[src/rtl/fdiv_ctl_pkg.sv]
// Shared state encoding, operand record and sizing for the FP divide/sqrt issue controller.
package fdiv_ctl_pkg;

  localparam int DEF_TAG_W   = 5;
  localparam int DEF_TIMEOUT = 127;
  localparam int DATA_W      = 65;
  localparam int FLAG_W      = 5;
  localparam int RM_W        = 3;

  typedef enum logic [1:0] {
    IDLE  = 2'd0,
    ISSUE = 2'd1,
    BUSY  = 2'd2,
    HOLD  = 2'd3
  } ctlState_t;

  typedef struct packed {
    logic              sqrt;
    logic              fp64;
    logic [RM_W-1:0]   rm;
    logic [DATA_W-1:0] a;
    logic [DATA_W-1:0] b;
  } divOp_t;

endpackage

[src/rtl/rr_arb2.sv]
// Two-requester round-robin arbiter: combinational grant, zero unless enabled; a lone requester always wins.
// On a tie the requester that did not win last time is granted; the winner register updates on every grant.
module rr_arb2 (
  input  logic       clock,
  input  logic       nReset,
  input  logic       enable,
  input  logic [1:0] req,
  output logic [1:0] grant
);

  logic lastGrant;

  always_comb begin
    grant = 2'b00;
    if (enable) begin
      if (req == 2'b11) begin
        grant = lastGrant ? 2'b01 : 2'b10;
      end else begin
        grant = req;
      end
    end
  end

  // Resetting to pipe 1 makes pipe 0 the winner of the first tie.
  always_ff @(posedge clock or negedge nReset) begin
    if (!nReset) begin
      lastGrant <= 1'b1;
    end else if (|grant) begin
      lastGrant <= grant[1];
    end
  end

endmodule

[src/rtl/fdiv_sqrt_ctl.sv]
// Issue/writeback controller for one shared FP div/sqrt unit fed by two pipes, one op in flight.
// Accept->issue 1 cycle, result->wb_valid 1 cycle; stalls on div_inReady/wb_ready; flush_lower kills the op.
module fdiv_sqrt_ctl
  import fdiv_ctl_pkg::*;
#(
  parameter int TAG_W   = DEF_TAG_W,
  parameter int TIMEOUT = DEF_TIMEOUT
) (
  input  logic              clock,
  input  logic              nReset,

  input  logic              i0_valid,
  output logic              i0_ready,
  input  logic              i0_sqrt,
  input  logic              i0_fp64,
  input  logic [RM_W-1:0]   i0_rm,
  input  logic [DATA_W-1:0] i0_a,
  input  logic [DATA_W-1:0] i0_b,
  input  logic [TAG_W-1:0]  i0_tag,

  input  logic              i1_valid,
  output logic              i1_ready,
  input  logic              i1_sqrt,
  input  logic              i1_fp64,
  input  logic [RM_W-1:0]   i1_rm,
  input  logic [DATA_W-1:0] i1_a,
  input  logic [DATA_W-1:0] i1_b,
  input  logic [TAG_W-1:0]  i1_tag,

  input  logic              flush_lower,

  output logic              div_inValid,
  output logic              div_sqrtOp,
  output logic              div_fp64,
  output logic [RM_W-1:0]   div_rm,
  output logic [DATA_W-1:0] div_a,
  output logic [DATA_W-1:0] div_b,
  output logic              div_flush,
  input  logic              div_inReady,
  input  logic              div_outValid,
  input  logic [DATA_W-1:0] div_data,
  input  logic [FLAG_W-1:0] div_flags,

  output logic              wb_valid,
  input  logic              wb_ready,
  output logic [TAG_W-1:0]  wb_tag,
  output logic [DATA_W-1:0] wb_data,
  output logic [FLAG_W-1:0] wb_flags,

  output logic              busy,
  output logic              timeout_err,
  output logic              spurious_err
);

  localparam int              CNT_W   = $clog2(TIMEOUT + 1);
  localparam logic [CNT_W-1:0] CNT_MAX = CNT_W'(TIMEOUT);

  ctlState_t         state;
  ctlState_t         stateNxt;
  divOp_t            opReg;
  divOp_t            opNxt;
  logic [TAG_W-1:0]  tagReg;
  logic [TAG_W-1:0]  tagNxt;
  logic [DATA_W-1:0] wbDataReg;
  logic [FLAG_W-1:0] wbFlagsReg;
  logic [CNT_W-1:0]  cnt;
  logic              timeoutErrReg;
  logic              spuriousErrReg;

  logic [1:0]        grant;
  logic              arbEnable;
  logic              captureResult;
  logic              timeoutHit;
  logic              flushUnit;

  // Gating with nReset keeps the ready outputs low while reset is held.
  assign arbEnable = nReset && (state == IDLE) && !flush_lower;

  rr_arb2 uArb (
    .clock  (clock),
    .nReset (nReset),
    .enable (arbEnable),
    .req    ({i1_valid, i0_valid}),
    .grant  (grant)
  );

  assign i0_ready = grant[0];
  assign i1_ready = grant[1];

  always_comb begin
    opNxt  = '{sqrt: i0_sqrt, fp64: i0_fp64, rm: i0_rm, a: i0_a, b: i0_b};
    tagNxt = i0_tag;
    if (grant[1]) begin
      opNxt  = '{sqrt: i1_sqrt, fp64: i1_fp64, rm: i1_rm, a: i1_a, b: i1_b};
      tagNxt = i1_tag;
    end
  end

  always_comb begin
    stateNxt      = state;
    flushUnit     = 1'b0;
    timeoutHit    = 1'b0;
    captureResult = 1'b0;
    unique case (state)
      IDLE: begin
        if (|grant) stateNxt = ISSUE;
      end
      ISSUE: begin
        if (flush_lower) begin
          stateNxt = IDLE;
        end else if (div_inReady) begin
          stateNxt = BUSY;
        end
      end
      BUSY: begin
        // A flush beats a same-cycle result; a result arriving on the last allowed cycle beats the timeout.
        if (flush_lower) begin
          flushUnit = 1'b1;
          stateNxt  = IDLE;
        end else if (div_outValid) begin
          captureResult = 1'b1;
          stateNxt      = HOLD;
        end else if (cnt == CNT_MAX) begin
          flushUnit  = 1'b1;
          timeoutHit = 1'b1;
          stateNxt   = IDLE;
        end
      end
      HOLD: begin
        if (flush_lower || wb_ready) stateNxt = IDLE;
      end
      default: stateNxt = IDLE;
    endcase
  end

  always_ff @(posedge clock or negedge nReset) begin
    if (!nReset) begin
      state          <= IDLE;
      opReg          <= '0;
      tagReg         <= '0;
      wbDataReg      <= '0;
      wbFlagsReg     <= '0;
      cnt            <= '0;
      timeoutErrReg  <= 1'b0;
      spuriousErrReg <= 1'b0;
    end else begin
      state <= stateNxt;
      if (|grant) begin
        opReg  <= opNxt;
        tagReg <= tagNxt;
      end
      if (state != BUSY) begin
        cnt <= '0;
      end else if (cnt != CNT_MAX) begin
        cnt <= cnt + 1'b1;
      end
      if (captureResult) begin
        wbDataReg  <= div_data;
        wbFlagsReg <= div_flags;
      end
      if (timeoutHit) timeoutErrReg <= 1'b1;
      if (div_outValid && (state != BUSY)) spuriousErrReg <= 1'b1;
    end
  end

  // Suppressing the request on a flush cycle keeps the unit from accepting an op we are dropping.
  assign div_inValid  = (state == ISSUE) && !flush_lower;
  assign div_sqrtOp   = opReg.sqrt;
  assign div_fp64     = opReg.fp64;
  assign div_rm       = opReg.rm;
  assign div_a        = opReg.a;
  assign div_b        = opReg.b;
  assign div_flush    = flushUnit;

  assign wb_valid     = (state == HOLD) && !flush_lower;
  assign wb_tag       = tagReg;
  assign wb_data      = wbDataReg;
  assign wb_flags     = wbFlagsReg;

  assign busy         = (state != IDLE);
  assign timeout_err  = timeoutErrReg;
  assign spurious_err = spuriousErrReg;

endmodule
[config.mk]
export PLATFORM = sky130hd
export DESIGN_NAME = fdiv_sqrt_ctl
export DESIGN_NICKNAME = d
export VERILOG_FILES = /design/src/rtl/fdiv_ctl_pkg.sv /design/src/rtl/rr_arb2.sv /design/src/rtl/fdiv_sqrt_ctl.sv
export SDC_FILE = /design/constraint.sdc
export NUM_CORES = 1
export LEC_CHECK = 0
export ABC_AREA = 1
export BUFFER_PORTS_ARGS = -buffer_cell sky130_fd_sc_hd__buf_4
export CORE_AREA = 10 10 215 217
export DETAILED_ROUTE_END_ITERATION = 8
export DIE_AREA = 0 0 225 227
export GPL_ROUTABILITY_DRIVEN = 0
export GPL_TIMING_DRIVEN = 0
export PLACE_DENSITY = 0.5
export SYNTH_ARGS = -nofsm -noshare
export SYNTH_HDL_FRONTEND = slang
export SYNTH_SLANG_ARGS = --single-unit
export TNS_END_PERCENT = 10
[constraint.sdc]
create_clock -name clock -period 1.6 [get_ports clock]
set_clock_uncertainty 0.2 [all_clocks]
set_input_delay 0.32 -clock clock [delete_from_list [all_inputs] [get_ports clock]]
set_output_delay 0.32 -clock clock [all_outputs]
set_load 0.02 [all_outputs]
# --- Word level (Yosys, flattened, before mapping) ---
# Cells that the tools add are included.
classes:
  n_mux: 24
  n_reduce_logical: 12
  eq_ne: 11
  n_addsub: 1
op_table:
  columns: ["op", "count"]
  rows:
  - ["$mux 135", 1]
  - ["$mux 2", 10]
  - ["$mux 7", 2]
  - ["$mux 1", 9]
  - ["$pmux 2 s4", 1]
  - ["$add 7x1->7 const B", 1]
  - ["$eq 7x7->1 const B", 1]
  - ["$ne 7x7->1 const B", 1]
  - ["$eq 2x2->1 const B", 3]
  - ["$logic_and 1x1->1", 5]
  - ["$mux 5", 1]
  - ["$ne 2x2->1 const B", 2]
  - ["$ne 4x4->1 const B", 1]
  - ["$reduce_and 4->1", 1]
  - ["$reduce_bool 2->1", 2]
  - ["$ne 3x3->1 const B", 1]
  - ["$eq 2x1->1 const B", 1]
  - ["$logic_not 2->1", 1]
  - ["$ne 2x1->1 const B", 1]
  - ["$reduce_or 2->1", 1]
  - ["$logic_not 1->1", 1]
  - ["$logic_or 1x1->1", 1]
word_totals:
  elab_cells: 61
  output_inout_bits: 218
  regBits: 222

# --- Longest topological paths before layout ---
logic_depth:
  depth_word: 7
  mapped_depth: 9
  mapped_depth_nobuf: 9

# --- By module ---
# A second synthesis with hierarchy kept.
unflattened:
  cells_unflattened: 1159
  area_unflattened_um2: 9749.4
modules_own_cells:
  columns: ["module", "area_each_um2", "n_inst", "cells_per_inst"]
  rows:
  - ["fdiv_sqrt_ctl", 9684.3, 1, 1148]
  - ["rr_arb2", 65.1, 1, 11]

# --- Least setup slack after synthesis ---
# No wires, ideal clock.
synth_timing:
  path_type: "register to output"
  startpoint: "register cnt[0]"
  endpoint: "output div_flush"
  t_required_ns: 1.080
  stages_incl_launch_ff: 6
  n_path_buf: 0
  t_arrival_ns: 1.416
  setup_slack_ns: -0.336
  path_cell_list: "dfrtp_1 -> ha_1 -> nand2_1 -> nor2_1 -> nand2_1 -> a211oi_1"
synth_via:
  elab_chain_cells: 5
synth_rtl:
  columns: ["item", "line_no", "rtl"]
  rows:
  - ["start, declared", "fdiv_sqrt_ctl.sv:66", "logic [CNT_W-1:0] cnt;"]
  - ["start signal, assigned", "fdiv_sqrt_ctl.sv:155", "cnt <= cnt + 1'b1;"]
  - ["$eq 7x7->1", "fdiv_sqrt_ctl.sv:123", "end else if (cnt == CNT_MAX) begin"]
  - ["$mux 1", "fdiv_sqrt_ctl.sv:123", null]
  - ["$mux 1", "fdiv_sqrt_ctl.sv:120", "end else if (div_outValid) begin"]
  - ["$mux 1", "fdiv_sqrt_ctl.sv:117", "if (flush_lower) begin"]
  - ["$mux 1", "fdiv_sqrt_ctl.sv:104", "unique case (state)"]
  - ["end, declared", "fdiv_sqrt_ctl.sv:38", "output logic div_flush,"]
# Every way passes these cells.

# --- Worst setup path in the final report ---
# Ends and elaborated chain as after synthesis.

==> flow_summary_export.csv <==
group,metric,value,unit
sta,min_period,2.22,ns
yosys,yosys.area.top_type,"dfrtp_1",
yosys,synth.area.top_cells,"dfrtp_1 (58%), nand2_1 (12%), a31oi_1 (9.2%), mux2_2 (7.5%), nor2_1 (6.0%)",
setup_path,r2r_end,"div_b[64]",
global_routing,grt_use_total,20.2,%
routing,vias,11700,
setup_path,crit_required,1.08,ns
routing,postRouteAntennaNets,0,
die,pin_count,576,
setup_path,r2r_start,"state[0]",
setup_path,path_max_fanout,2,
setup_path,path_cells,"ha_4 -> nand2_4 -> nor2_4 -> nand2_4 -> a211oi_4 -> buf_6",
die,dieArea,51100,um^2
die,start_util,22.9,%
sta,setup_violations,320,
clock_network,clockBufferDepth,3,
clock_network,clk_latency,0.55,ns
routing,viasPerCell,4.54,
placement,dp_slack,-1.41,ns
sta,final.setup.worst_slack,-0.623,ns
die,chipHeight,227,um
routing,drtIter0Drc,528,
yosys,ys_seq_area_share,58.2,%
layout,postLayoutCellArea,21700,um^2
yosys,synthDistinctLibCells,26,
yosys,synth_seq_cells,222,
clock_network,cts_made_buffers,28,
hold_path,holdCritPathClass,"in2async",
die,core-area,41800,um^2
layout,final_common_cell,"buf_4",
global_routing,antenna_found_initial,4,
yosys,yosysWarnings,0,
routing,drt-total-wl,54900,um
sta,hold_viol_final,95,
run_status,violations,"hold timing, setup timing",
global_routing,grt_pass1_wl,79700,um
placement,dp_hpwl,37400,um
routing,post_drt_wl_per_cell,21.3,um
global_routing,grt_pass1_vias,12700,
setup_path,crit_path_end_kind,"output pin",
setup_path,critPathKind,"reg2out",
power_and_ir_drop,ir_drop,949,uV
routing,drcViolationCount,0,
routing,met2_wirelength,27000,um
yosys,syn_nets,1360,
power_and_ir_drop,net-switching-power,0.0133,W
setup_path,crit_path_start_kind,"flop",
sta,max_slew_margin,62.8,%
power_and_ir_drop,pwr-share-clk,18.0,%
power_and_ir_drop,power_frac_comb,51.6,%
clock_network,root_buffer,"clkbuf_16",
routing,wl_met3,4780,um
setup_path,ff2ff_setup_slack,-0.50,ns
sta,rsz0062_at_grt,"yes",
sta,setup_tns,-75.87,ns
layout,fin_nets,2373,
die,rows,75,
setup_path,r2r_cells,10,
yosys,synthCells,1001,
clock_network,cts_tree,"built",
die,floorplan.die.width,225,um
layout,syn_to_final_growth,127,%
global_routing,gr-total-overflow,0,
yosys,synth_top_area_share,57.9,%
clock_network,path_clk_slew,0.06,ns
setup_path,cpMaxStageDelayCell,"dfrtp_1",
routing,dr.max_layer_used,"met5",
setup_path,critPathTopFamily,"flip-flops",
sta,worst_pin_slew,0.557,ns
clock_network,clock-sinks,222,
power_and_ir_drop,intPower,0.0212,W
yosys,syn_area,9560,um^2
placement,place_area,14700,um^2
placement,numPortBuffers,575,
setup_path,crit_buf_inv,1,
layout,mostFrequentLayoutCells,"buf_4 (382), dlygate4sd3_1 (355), nand2_1 (298)",
setup_path,worstPathArrival,1.70,ns
sta,whs,-0.365,ns
sta,fmaxAchievable,450,MHz
power_and_ir_drop,cellLeakagePower,10.0,nW
power_and_ir_drop,p_sw_share,38.5,%
routing,wl_met1,21100,um
sta,timing.final.crit_share,139,%
yosys,synth.avg_cell_area,9.55,um^2
clock_network,htreeDepth,1,
setup_path,crit_top_cell,"nand2_4",
global_routing,grt_max_degree,101,
layout,drive_above_1_share,41.9,%
run,maxCapViolCount,0,
power_and_ir_drop,pwr-share-seq,30.4,%
power_and_ir_drop,p_per_area,1590,nW/um^2
routing,firstDrtPassIters,5,
sta,drv_slew,0,
run_status,status,"finished, violations left",
setup_path,slowest_delay,0.39,ns
flip-flops by register name, summed over array words and instances (netlist names), 2 cells and up:
signal and cells:
cnt 7, div_a 65, div_b 65, div_rm 3, state 2, wb_data 65, wb_flags 5, wb_tag 5
cell type report:
cell class,instances,area (um^2)
sequential,222,5560
inverter,15,73.8
multi-input combinational,697,4080
buffer,65,830
timing repair buffer,985,9580
clock inverter,7,103
tap,539,674
clock buffer,41,779
fill,3586,20100
antenna,3,7.51
synthesized netlist by cell type:
| master | n |
|---|---|
| a21o_1 | 1 |
| o21bai_1 | 1 |
| nor2_4 | 1 |
| buf_6 | 8 |
| mux2_2 | 64 |
| inv_2 | 4 |
| a31oi_1 | 140 |
| buf_4 | 1 |
| a21oi_1 | 5 |
| nand2_4 | 3 |
| o21ai_0 | 3 |
| nand3_1 | 10 |
| nor2_2 | 1 |
| nor2_1 | 153 |
| nor3_1 | 2 |
| dfrtp_1 | 221 |
| clkbuf_1 | 18 |
| ha_1 | 1 |
| a211oi_1 | 1 |
| nand4_1 | 1 |
| nand2_1 | 302 |
| inv_1 | 11 |
| mux2_1 | 6 |
| buf_2 | 40 |
| dfstp_2 | 1 |
| nand2_2 | 2 |
cells by family after synthesis:
family	synth area share, %
fa+ha+maj	0.131
compound gates	9.82
simple gates	19.2
flops	58.2
mux	8.25
buf+inv	4.41
worst max-delay path by stage:
| stage | from | cells after the start | to |
|---|---|---|---|
| 2_1_floorplan | cnt[0] | 5 | div_flush |
| 3_3_place_gp | nReset | 9 | div_b[16] |
| 3_5_place_dp | nReset | 10 | div_b[16] |
| 4_1_cts | cnt[1] | 6 | div_flush |
| 5_1_grt | cnt[0] | 6 | div_flush |
| 6_report | cnt[0] | 6 | div_flush |
worst reg2reg max path, delay by kind of cell (launching register included):
family                 cells  cell delay [ns]
buffers and inverters      5             0.73
and+or+nand+nor            4             0.46
DFF                        1             0.41
AOI/OAI and AO/OA          1             0.22
power groups by stage:
stage | clock network (W) | registers, W | logic [W]
6_report | 0.00619 | 0.0105 | 0.0178
5_1_grt | 0.00657 | 0.0107 | 0.0188
4_1_cts | 0.00636 | 0.0104 | 0.0171
3_5_place_dp | 0 | 0.00994 | 0.0137
3_3_place_gp | 0 | 0.00983 | 0.0137
2_1_floorplan | 0 | 0.0130 | 0.00348
per-stage QoR:
step	total power, W	hold WS, ns	util, %	cells
after floorplan	0.0165	-0.176	-	1001
after global placement	0.0235	0.249	34.9	2115
after detailed placement	0.0236	-0.0431	35.1	2117
after CTS	0.0338	-0.490	50.3	2559
after global routing	0.0361	-0.391	51.9	2574
final	0.0344	-0.365	51.9	2574
per-layer routing:
layer  track usage (%)  up-vias
met2              35.2      538
li1                  -     5390
met3              6.92      101
met4              6.65        2
met5                 0        -
met1              22.6     5653
repair_timing:
| item | in CTS | in global routing |
|---|---|---|
| resized for setup | 373 | 88 |
| setup endpoints to repair | 437 | 437 |
| gates cloned | 8 | 5 |
| endpoints found under the hold margin | 435 | 195 |
| pin swaps | 102 | 22 |
| setup buffers | 32 | 6 |
| hold buffers | 356 | 2 |
Note: power is estimated with default switching activity, not from simulation.
